`src/rtl/uart_pkg.sv`:
```
// Shared UART definitions: FSM state codes, parity modes and the baud divider helper.
package uart_pkg;

  localparam int unsigned DATA_BITS = 8;

  // FSM state codes, kept as plain constants for legacy tool compatibility
  typedef logic [2:0] tx_state_t;
  localparam tx_state_t ST_IDLE   = 3'd0;
  localparam tx_state_t ST_START  = 3'd1;
  localparam tx_state_t ST_DATA   = 3'd2;
  localparam tx_state_t ST_PARITY = 3'd3;
  localparam tx_state_t ST_STOP   = 3'd4;

  localparam int unsigned PARITY_NONE = 0;
  localparam int unsigned PARITY_ODD  = 1;
  localparam int unsigned PARITY_EVEN = 2;

  // Clock cycles per bit; integer division, caller guarantees the result is >= 4
  function automatic int unsigned baud_div(input int unsigned clk_freq,
                                           input int unsigned baud_rate);
    return clk_freq / baud_rate;
  endfunction

endpackage

```
`src/rtl/uart_byte_tx_if.sv`:
```
// Byte request/response handshake between the time formatter and the UART transmitter.
interface uart_byte_tx_if;
  import uart_pkg::*;

  logic                 uart_tx_en;
  logic [DATA_BITS-1:0] uart_tx_data;
  logic                 uart_tx_done;
  logic                 uart_tx_busy;
  logic                 uart_tx_overrun;

  modport master (
    output uart_tx_en,
    output uart_tx_data,
    input  uart_tx_done,
    input  uart_tx_busy,
    input  uart_tx_overrun
  );

  modport slave (
    input  uart_tx_en,
    input  uart_tx_data,
    output uart_tx_done,
    output uart_tx_busy,
    output uart_tx_overrun
  );
endinterface

```
`src/rtl/uart_baud_gen.sv`:
```
// Bit-period counter: counts 0..DIV-1 while enabled, held at 0 while cleared.
// bit_tick_c marks the last cycle of a bit, pre_tick_c the cycle before it.
module uart_baud_gen #(
  parameter int unsigned DIV = 10
) (
  input  logic clk,
  input  logic rst,
  input  logic clear,
  input  logic enable,
  output logic bit_tick_c,
  output logic pre_tick_c
);

  localparam int unsigned CW = (DIV > 1) ? $clog2(DIV) : 1;
  localparam logic [CW-1:0] CNT_LAST = CW'(DIV - 1);
  localparam logic [CW-1:0] CNT_PRE  = CW'(DIV - 2);

  logic [CW-1:0] cnt_q;
  logic [CW-1:0] cnt_d;

  // Next count: clear wins, then wrap at the end of the bit
  always_comb begin
    cnt_d = cnt_q;
    if (clear) begin
      cnt_d = '0;
    end else if (enable) begin
      cnt_d = (cnt_q == CNT_LAST) ? '0 : cnt_q + CW'(1);
    end
  end

  // Counter register
  always_ff @(posedge clk) begin
    if (rst) begin
      cnt_q <= '0;
    end else begin
      cnt_q <= cnt_d;
    end
  end

  assign bit_tick_c = enable & ~clear & (cnt_q == CNT_LAST);
  assign pre_tick_c = enable & ~clear & (cnt_q == CNT_PRE);

endmodule

```
`src/rtl/uart_byte_tx.sv`:
```
// UART byte transmitter: 8N/8O/8E with 1 or 2 stop bits, LSB first,
// with a one-deep holding register so a request during a frame is kept.
module uart_byte_tx
  import uart_pkg::*;
#(
  parameter int unsigned CLK_FREQ  = 50_000_000,
  parameter int unsigned BAUD_RATE = 115_200,
  parameter int unsigned PARITY    = 0,
  parameter int unsigned STOP_BITS = 1
) (
  input  logic           clk,
  input  logic           rst,
  uart_byte_tx_if.slave  bus,
  output logic           uart_txd
);

  localparam int unsigned BAUD_DIV = baud_div(CLK_FREQ, BAUD_RATE);
  localparam logic        STOP_LAST = 1'(STOP_BITS - 1);

  tx_state_t            state_q, state_d;
  logic [DATA_BITS-1:0] shift_q, shift_d;
  logic [2:0]           bit_idx_q, bit_idx_d;
  logic                 stop_cnt_q, stop_cnt_d;
  logic                 par_q, par_d;
  logic [DATA_BITS-1:0] hold_q, hold_d;
  logic                 hold_valid_q, hold_valid_d;
  logic                 txd_q, txd_d;
  logic                 done_q, done_d;
  logic                 busy_q, busy_d;
  logic                 overrun_q, overrun_d;

  logic                 load;
  logic [DATA_BITS-1:0] load_byte;
  logic                 bit_tick_c;
  logic                 pre_tick_c;

  uart_baud_gen #(
    .DIV (BAUD_DIV)
  ) u_baud_gen (
    .clk        (clk),
    .rst        (rst),
    .clear      (state_q == ST_IDLE),
    .enable     (state_q != ST_IDLE),
    .bit_tick_c (bit_tick_c),
    .pre_tick_c (pre_tick_c)
  );

  // Frame sequencing, request acceptance and registered output generation
  always_comb begin
    state_d      = state_q;
    shift_d      = shift_q;
    bit_idx_d    = bit_idx_q;
    stop_cnt_d   = stop_cnt_q;
    par_d        = par_q;
    hold_d       = hold_q;
    hold_valid_d = hold_valid_q;
    txd_d        = txd_q;
    done_d       = 1'b0;
    overrun_d    = 1'b0;
    load         = 1'b0;
    load_byte    = hold_q;

    case (state_q)
      ST_IDLE: begin
        txd_d = 1'b1;
        if (hold_valid_q) begin
          load         = 1'b1;
          hold_valid_d = 1'b0;
        end else if (bus.uart_tx_en) begin
          load      = 1'b1;
          load_byte = bus.uart_tx_data;
        end
      end
      ST_START: begin
        if (bit_tick_c) begin
          state_d   = ST_DATA;
          txd_d     = shift_q[0];
          bit_idx_d = 3'd0;
        end
      end
      ST_DATA: begin
        if (bit_tick_c) begin
          if (bit_idx_q == 3'd7) begin
            if (PARITY != PARITY_NONE) begin
              state_d = ST_PARITY;
              txd_d   = par_q;
            end else begin
              state_d    = ST_STOP;
              txd_d      = 1'b1;
              stop_cnt_d = 1'b0;
            end
          end else begin
            bit_idx_d = bit_idx_q + 3'd1;
            shift_d   = shift_q >> 1;
            txd_d     = shift_q[1];
          end
        end
      end
      ST_PARITY: begin
        if (bit_tick_c) begin
          state_d    = ST_STOP;
          txd_d      = 1'b1;
          stop_cnt_d = 1'b0;
        end
      end
      ST_STOP: begin
        // done is registered, so raise it one cycle before the final stop bit ends
        if (pre_tick_c && (stop_cnt_q == STOP_LAST)) begin
          done_d = 1'b1;
        end
        if (bit_tick_c) begin
          if (stop_cnt_q != STOP_LAST) begin
            stop_cnt_d = stop_cnt_q + 1'b1;
          end else if (hold_valid_q) begin
            load         = 1'b1;
            hold_valid_d = 1'b0;
          end else begin
            state_d = ST_IDLE;
            txd_d   = 1'b1;
          end
        end
      end
      default: begin
        state_d = ST_IDLE;
        txd_d   = 1'b1;
      end
    endcase

    // A request that did not go straight to the shifter lands in the holding register if free
    if (bus.uart_tx_en && !hold_valid_q && (state_q != ST_IDLE)) begin
      hold_d       = bus.uart_tx_data;
      hold_valid_d = 1'b1;
    end
    if (bus.uart_tx_en && hold_valid_q) begin
      overrun_d = 1'b1;
    end

    if (load) begin
      state_d   = ST_START;
      txd_d     = 1'b0;
      shift_d   = load_byte;
      bit_idx_d = 3'd0;
      par_d     = (PARITY == PARITY_ODD) ? ~^load_byte : ^load_byte;
    end

    busy_d = (state_d != ST_IDLE) | hold_valid_d;
  end

  // State and output registers
  always_ff @(posedge clk) begin
    if (rst) begin
      state_q      <= ST_IDLE;
      shift_q      <= '0;
      bit_idx_q    <= 3'd0;
      stop_cnt_q   <= 1'b0;
      par_q        <= 1'b0;
      hold_q       <= '0;
      hold_valid_q <= 1'b0;
      txd_q        <= 1'b1;
      done_q       <= 1'b0;
      busy_q       <= 1'b0;
      overrun_q    <= 1'b0;
    end else begin
      state_q      <= state_d;
      shift_q      <= shift_d;
      bit_idx_q    <= bit_idx_d;
      stop_cnt_q   <= stop_cnt_d;
      par_q        <= par_d;
      hold_q       <= hold_d;
      hold_valid_q <= hold_valid_d;
      txd_q        <= txd_d;
      done_q       <= done_d;
      busy_q       <= busy_d;
      overrun_q    <= overrun_d;
    end
  end

  assign uart_txd            = txd_q;
  assign bus.uart_tx_done    = done_q;
  assign bus.uart_tx_busy    = busy_q;
  assign bus.uart_tx_overrun = overrun_q;

endmodule

```
`src/flat_wrapper.sv`:
```
// flat-port wrapper written by rule: the top's interface ports become plain ports
module uart_byte_tx_flat import uart_pkg::*;
#(
  parameter int unsigned CLK_FREQ  = 50_000_000,
  parameter int unsigned BAUD_RATE = 115_200,
  parameter int unsigned PARITY    = 0,
  parameter int unsigned STOP_BITS = 1
)
  (clk, rst, uart_txd, bus_uart_tx_en, bus_uart_tx_data, bus_uart_tx_done, bus_uart_tx_busy, bus_uart_tx_overrun);
  uart_byte_tx_if bus_i ();
  input  logic clk;
  input  logic rst;
  output logic uart_txd;
  input wire logic [$bits(bus_i.uart_tx_en)-1:0] bus_uart_tx_en;
  input wire logic [$bits(bus_i.uart_tx_data)-1:0] bus_uart_tx_data;
  output wire logic [$bits(bus_i.uart_tx_done)-1:0] bus_uart_tx_done;
  output wire logic [$bits(bus_i.uart_tx_busy)-1:0] bus_uart_tx_busy;
  output wire logic [$bits(bus_i.uart_tx_overrun)-1:0] bus_uart_tx_overrun;
  assign bus_i.uart_tx_en = bus_uart_tx_en;
  assign bus_i.uart_tx_data = bus_uart_tx_data;
  assign bus_uart_tx_done = bus_i.uart_tx_done;
  assign bus_uart_tx_busy = bus_i.uart_tx_busy;
  assign bus_uart_tx_overrun = bus_i.uart_tx_overrun;
  uart_byte_tx #(.CLK_FREQ(CLK_FREQ), .BAUD_RATE(BAUD_RATE), .PARITY(PARITY), .STOP_BITS(STOP_BITS)) u_core (.clk(clk), .rst(rst), .bus(bus_i), .uart_txd(uart_txd));
endmodule
```
`config.mk`:
```
export PLATFORM = sky130hd
export DESIGN_NAME = uart_byte_tx_flat
export DESIGN_NICKNAME = d
export VERILOG_FILES = /design/src/rtl/uart_pkg.sv /design/src/rtl/uart_byte_tx_if.sv /design/src/rtl/uart_baud_gen.sv /design/src/rtl/uart_byte_tx.sv /design/src/flat_wrapper.sv
export SDC_FILE = /design/constraint.sdc
export NUM_CORES = 1
export LEC_CHECK = 0
export ABC_AREA = 1
export BUFFER_PORTS_ARGS = -buffer_cell sky130_fd_sc_hd__buf_2
export CELL_PAD_IN_SITES_DETAIL_PLACEMENT = 2
export CELL_PAD_IN_SITES_GLOBAL_PLACEMENT = 2
export CORE_MARGIN = 2
export CORE_UTILIZATION = 33
export CTS_CLUSTER_DIAMETER = 40
export DETAILED_ROUTE_END_ITERATION = 16
export GPL_TIMING_DRIVEN = 0
export PLACE_DENSITY_LB_ADDON = 0.2
export SLEW_MARGIN = 20
export SYNTH_ARGS = -nofsm -noshare
export SYNTH_HDL_FRONTEND = slang
export SYNTH_SLANG_ARGS = --single-unit
```
`constraint.sdc`:
```
create_clock -name clk -period 1.64 [get_ports clk]
set_input_delay 0 -clock clk [delete_from_list [all_inputs] [get_ports clk]]
set_output_delay 0 -clock clk [all_outputs]
set_load 0.005 [all_outputs]
```
==> impl_summary.md <==
Status
The flow ran to the end, but the final reports show violations. The final reports fail on hold timing, setup timing.

Yosys
The count of cell types in the netlist is 25. The top flip-flop cell by instance count after synthesis is dfxtp_1. The Yosys step of the flow raised 0 warnings. Summing every instance area after synthesis gives around 0.002 mm^2. The sequential-to-total area share from yosys stat is 0.368.

The portion of synthesized cell area occupied by the leading cell type is 0.368. Counting flops and latches in the post-synthesis netlist gives 36. The synthesized net count is 308. In the post-synthesis netlist, the biggest area contributors are dfxtp_1 37%, nand2_1 13%, nor2_1 8.8%. The cell count after synthesis came out at 292.

For this run, asynchronously set or reset flops after synthesis account for 0. The synthesized design contains 0 enable-type register cells. The most area-hungry cell type in the Yosys netlist is dfxtp_1. A synthesized cell averages 6.70 um^2.

Finish
The fraction of layout instances using a drive strength above 1 is 0.261. The number of antenna diodes in the final layout is 0. The count of nets after finishing is ~340.

The area growth from synthesis to final layout is 27.2%. Leaving out filler cells and counting taps, the final layout contains 404. Leaving out fill and tap cells, the most frequent cell in the layout is nand2_1. The library cells used most frequently in the layout, excluding fill and tap cells, are 59 x nand2_1, 44 x nor2_1, 32 x dfxtp_1, 29 x inv_1, 23 x nand3_1.

Placed design
The routability-driven placement congestion ratio is 0.737. The placed instance count is 381. Once detailed placement completed, the half-perimeter wirelength came to 4.48 mm.

The pre-CTS setup slack is -0.153 ns. The count of buffers added on input and output ports is 14.

Timing
The highest clock rate is 603 MHz. Setup repair after global routing could not meet its margin everywhere. The number of hold-slack violations in the final timing report was 1. The slew of the pin with the lowest slew margin is approximately 0.47 ns. Measured against its own limit, the worst slew margin works out to 0.687.

The minimum hold slack is -0.0150 ns. The max-slew violation count came to 0. The maximum clock skew at final layout is 0.00341 ns. Setup violations remaining at the end of the flow were counted as 1. The final critical-path required period is 1.66 ns.

Once routing completed, OpenROAD measured the worst setup slack at -0.0185 ns. In the finished design, the share of the clock period the worst path needs comes to 1.01.

Worst setup path
The kind of cell adding the most delay to the critical path is simple AND/OR/NAND/NOR gates. The data required time at the worst endpoint is between 1.5 and 2 ns. On the worst path, the slowest cell contributes a delay of ~0.34 ns.

The biggest fanout along the worst timing path is 4. The arrival time at the worst endpoint is 1.84 ns. The kind of start point of the critical path is a flop. The slowest stage of the critical path is the dfxtp_2 cell. The buffers plus inverters on the worst setup path is 3. The kind of end point of the critical path is a flop. Walking the worst path, the cells encountered are inv_4 > ha_4 > nand2_4 > inv_2 > nand2_2 > nor2_4 > nand4_4 > buf_4 > nor3_1 > nor2_1. By startpoint and endpoint, the worst setup path is classified as flop to flop.

Clock network
The number of buffers between clock root and the deepest sink is 2. The tree built by TritonCTS fans out to 36 sinks. CTS placed an instance of clkbuf_8 at the clock tree root. Clock latency on the worst-skew pair, taken at its later pin, is slightly below 0.3 ns. TritonCTS built the clock tree. Counting the buffers created by CTS gives 5. The clock transition at the registers of the reported paths is roughly 0.080 ns. The number of H-tree levels is 2.

Floorplan
The top-level I/O count is 15. The horizontal die dimension is 81.0 um. The number of placement rows is 28. The vertical die dimension is between 80 and 90 um. The region available for standard cell placement spans 0.00582 mm^2. The die covers 0.00656 mm^2. The starting density of the core is 0.336.

Power
Of the total power, combinational logic draws 0.183. The share of total power dissipated in sequential elements is 0.441. In this run the power density over the cells is 866 mW/mm^2. The share of total power dissipated in the clock network is 0.376.

The worst vdd rail ir drop is 0.000431 V. The analysis attributes to net switching a power of 631 uW. The internal cell power is 1520 uW. The leakage power summed over all cells is approximately 0.0012 uW. The fraction of power spent switching nets is 0.293.

Detailed routing
The detailed router finished its first iteration with approximately 70 violations. The detailed-route vias per instance is 5.06. The DRC violation count after routing is 0. The first detailed-routing pass took 4 iterations. The detail route stage leaves a number of antenna-violating nets equal to 0.

For this block, the routed nets add up to 7.19 mm of wire. The count of vias placed by the detailed router is roughly 2000. Dividing the detail-routed wire length by the instance count gives 17.8 um.

Global route
The maximum number of pins on one net before global-route repair is 13. The total congestion overflow after global routing is 0. The number of global-route vias before repair was ~2200. The initial antenna violation count is 0.

The total routing usage reported by global routing is 0.211. The first-pass GRT wire length is approximately 11 mm.

Min path
The class of the tightest hold or removal check is primary input to flop.

Job
Across the run, the number of max-cap violations was 0.
state kept, by name, indices dropped and copies added (netlist names):
name,count
u_core.u_baud_gen.cnt_q,9
u_core.hold_valid_q,1
u_core.hold_q,8
u_core.uart_txd,1
u_core.state_q,3
u_core.bus.uart_tx_done,1
u_core.bus.uart_tx_busy,1
u_core.bus.uart_tx_overrun,1
u_core.bit_idx_q,3
u_core.shift_q,8
cell families after synthesis:
family          share of synthesized area
compound gates                     0.0863
fa+ha+maj                          0.0320
buf+inv                            0.0946
flops                               0.368
simple gates                        0.419
area by class of cell:
| cell class | instances | area (um^2) |
|---|---|---|
| Clock inverter | 3 | 42.5 |
| Sequential cell | 36 | 726 |
| Inverter | 37 | 141 |
| Multi-Input combinational cell | 213 | 1150 |
| Tap cell | 75 | 93.8 |
| Fill cell | 705 | 3330 |
| Timing Repair Buffer | 29 | 214 |
| Buffer | 6 | 50.0 |
| Clock buffer | 5 | 68.8 |
through the flow:
step,power (uW),setup TNS (ns),cell area [um^2],hold WS (ns),util
after CTS,2100,0,2340,0.00243,0.402
after global routing,2270,-1.05,2490,0.0133,0.428
after global placement,1260,-0.397,2120,0.278,0.365
final,2160,-0.0185,2490,-0.0150,0.428
after floorplan,1180,0,1960,0.0793,-
after detailed placement,1280,-0.708,2120,0.289,0.365
Yosys cell counts, types with 4 or more instances:
| master | number |
|---|---|
| nand3_1 | 29 |
| nand2_1 | 69 |
| nand2_4 | 5 |
| nand4_1 | 5 |
| o21ai_0 | 14 |
| nor2_1 | 46 |
| nor3_1 | 10 |
| dfxtp_1 | 36 |
| inv_1 | 32 |
| nor2_2 | 4 |
| a21oi_1 | 14 |
| ha_1 | 5 |
| inv_2 | 4 |
path summary, 6_finish.rpt:
check | end | slack (ns) | start | depth (start not counted)
setup / recovery | u_core.shift_q[6]$_SDFFE_PP0P_ | -0.02 | u_core.u_baud_gen.cnt_q[1]$_SDFFE_PP0P_ | 10
hold / removal | u_core.hold_q[1]$_SDFFE_PP0P_ | -0.02 | bus_uart_tx_data[1] | 3
setup reg to reg | u_core.shift_q[6]$_SDFFE_PP0P_ | -0.02 | u_core.u_baud_gen.cnt_q[1]$_SDFFE_PP0P_ | 10
hold reg to reg | u_core.hold_q[6]$_SDFFE_PP0P_ | 0.47 | u_core.hold_q[6]$_SDFFE_PP0P_ | 2
tightest hold or removal path: cells and delay by family:
family | cells | cell delay, ns
AND/OR/NAND/NOR | 1 | 0.08
AO/OA/AOI/OAI | 1 | 0.07
buffers and inverters | 1 | 0.09
per-layer routing:
layer,share of wire,up-vias,track usage
li1,-,994,-
met4,0.012,0,0.0559
met5,0,-,0
met1,0.43,1021,0.248
met2,0.54,18,0.395
met3,0.017,10,0.0344
power groups by stage:
stage	combinational [uW]	sequential, uW	clock (uW)
finish	395	950	811
floorplan	217	961	0
detailed placement	309	967	0
global placement	299	965	0
CTS	328	948	823
global route	441	955	871
what timing repair did:
item / 4_1_cts / 5_1_grt
resized for setup: 9 / 30
hold buffers: 4 / 0
pin swaps: 4 / 12
hold endpoints to repair: 4 / 0
endpoints found under the setup margin: 14 / 20
setup buffers: 4 / 5
gates cloned: 1 / 1
Power figures use the tool's default switching activity.
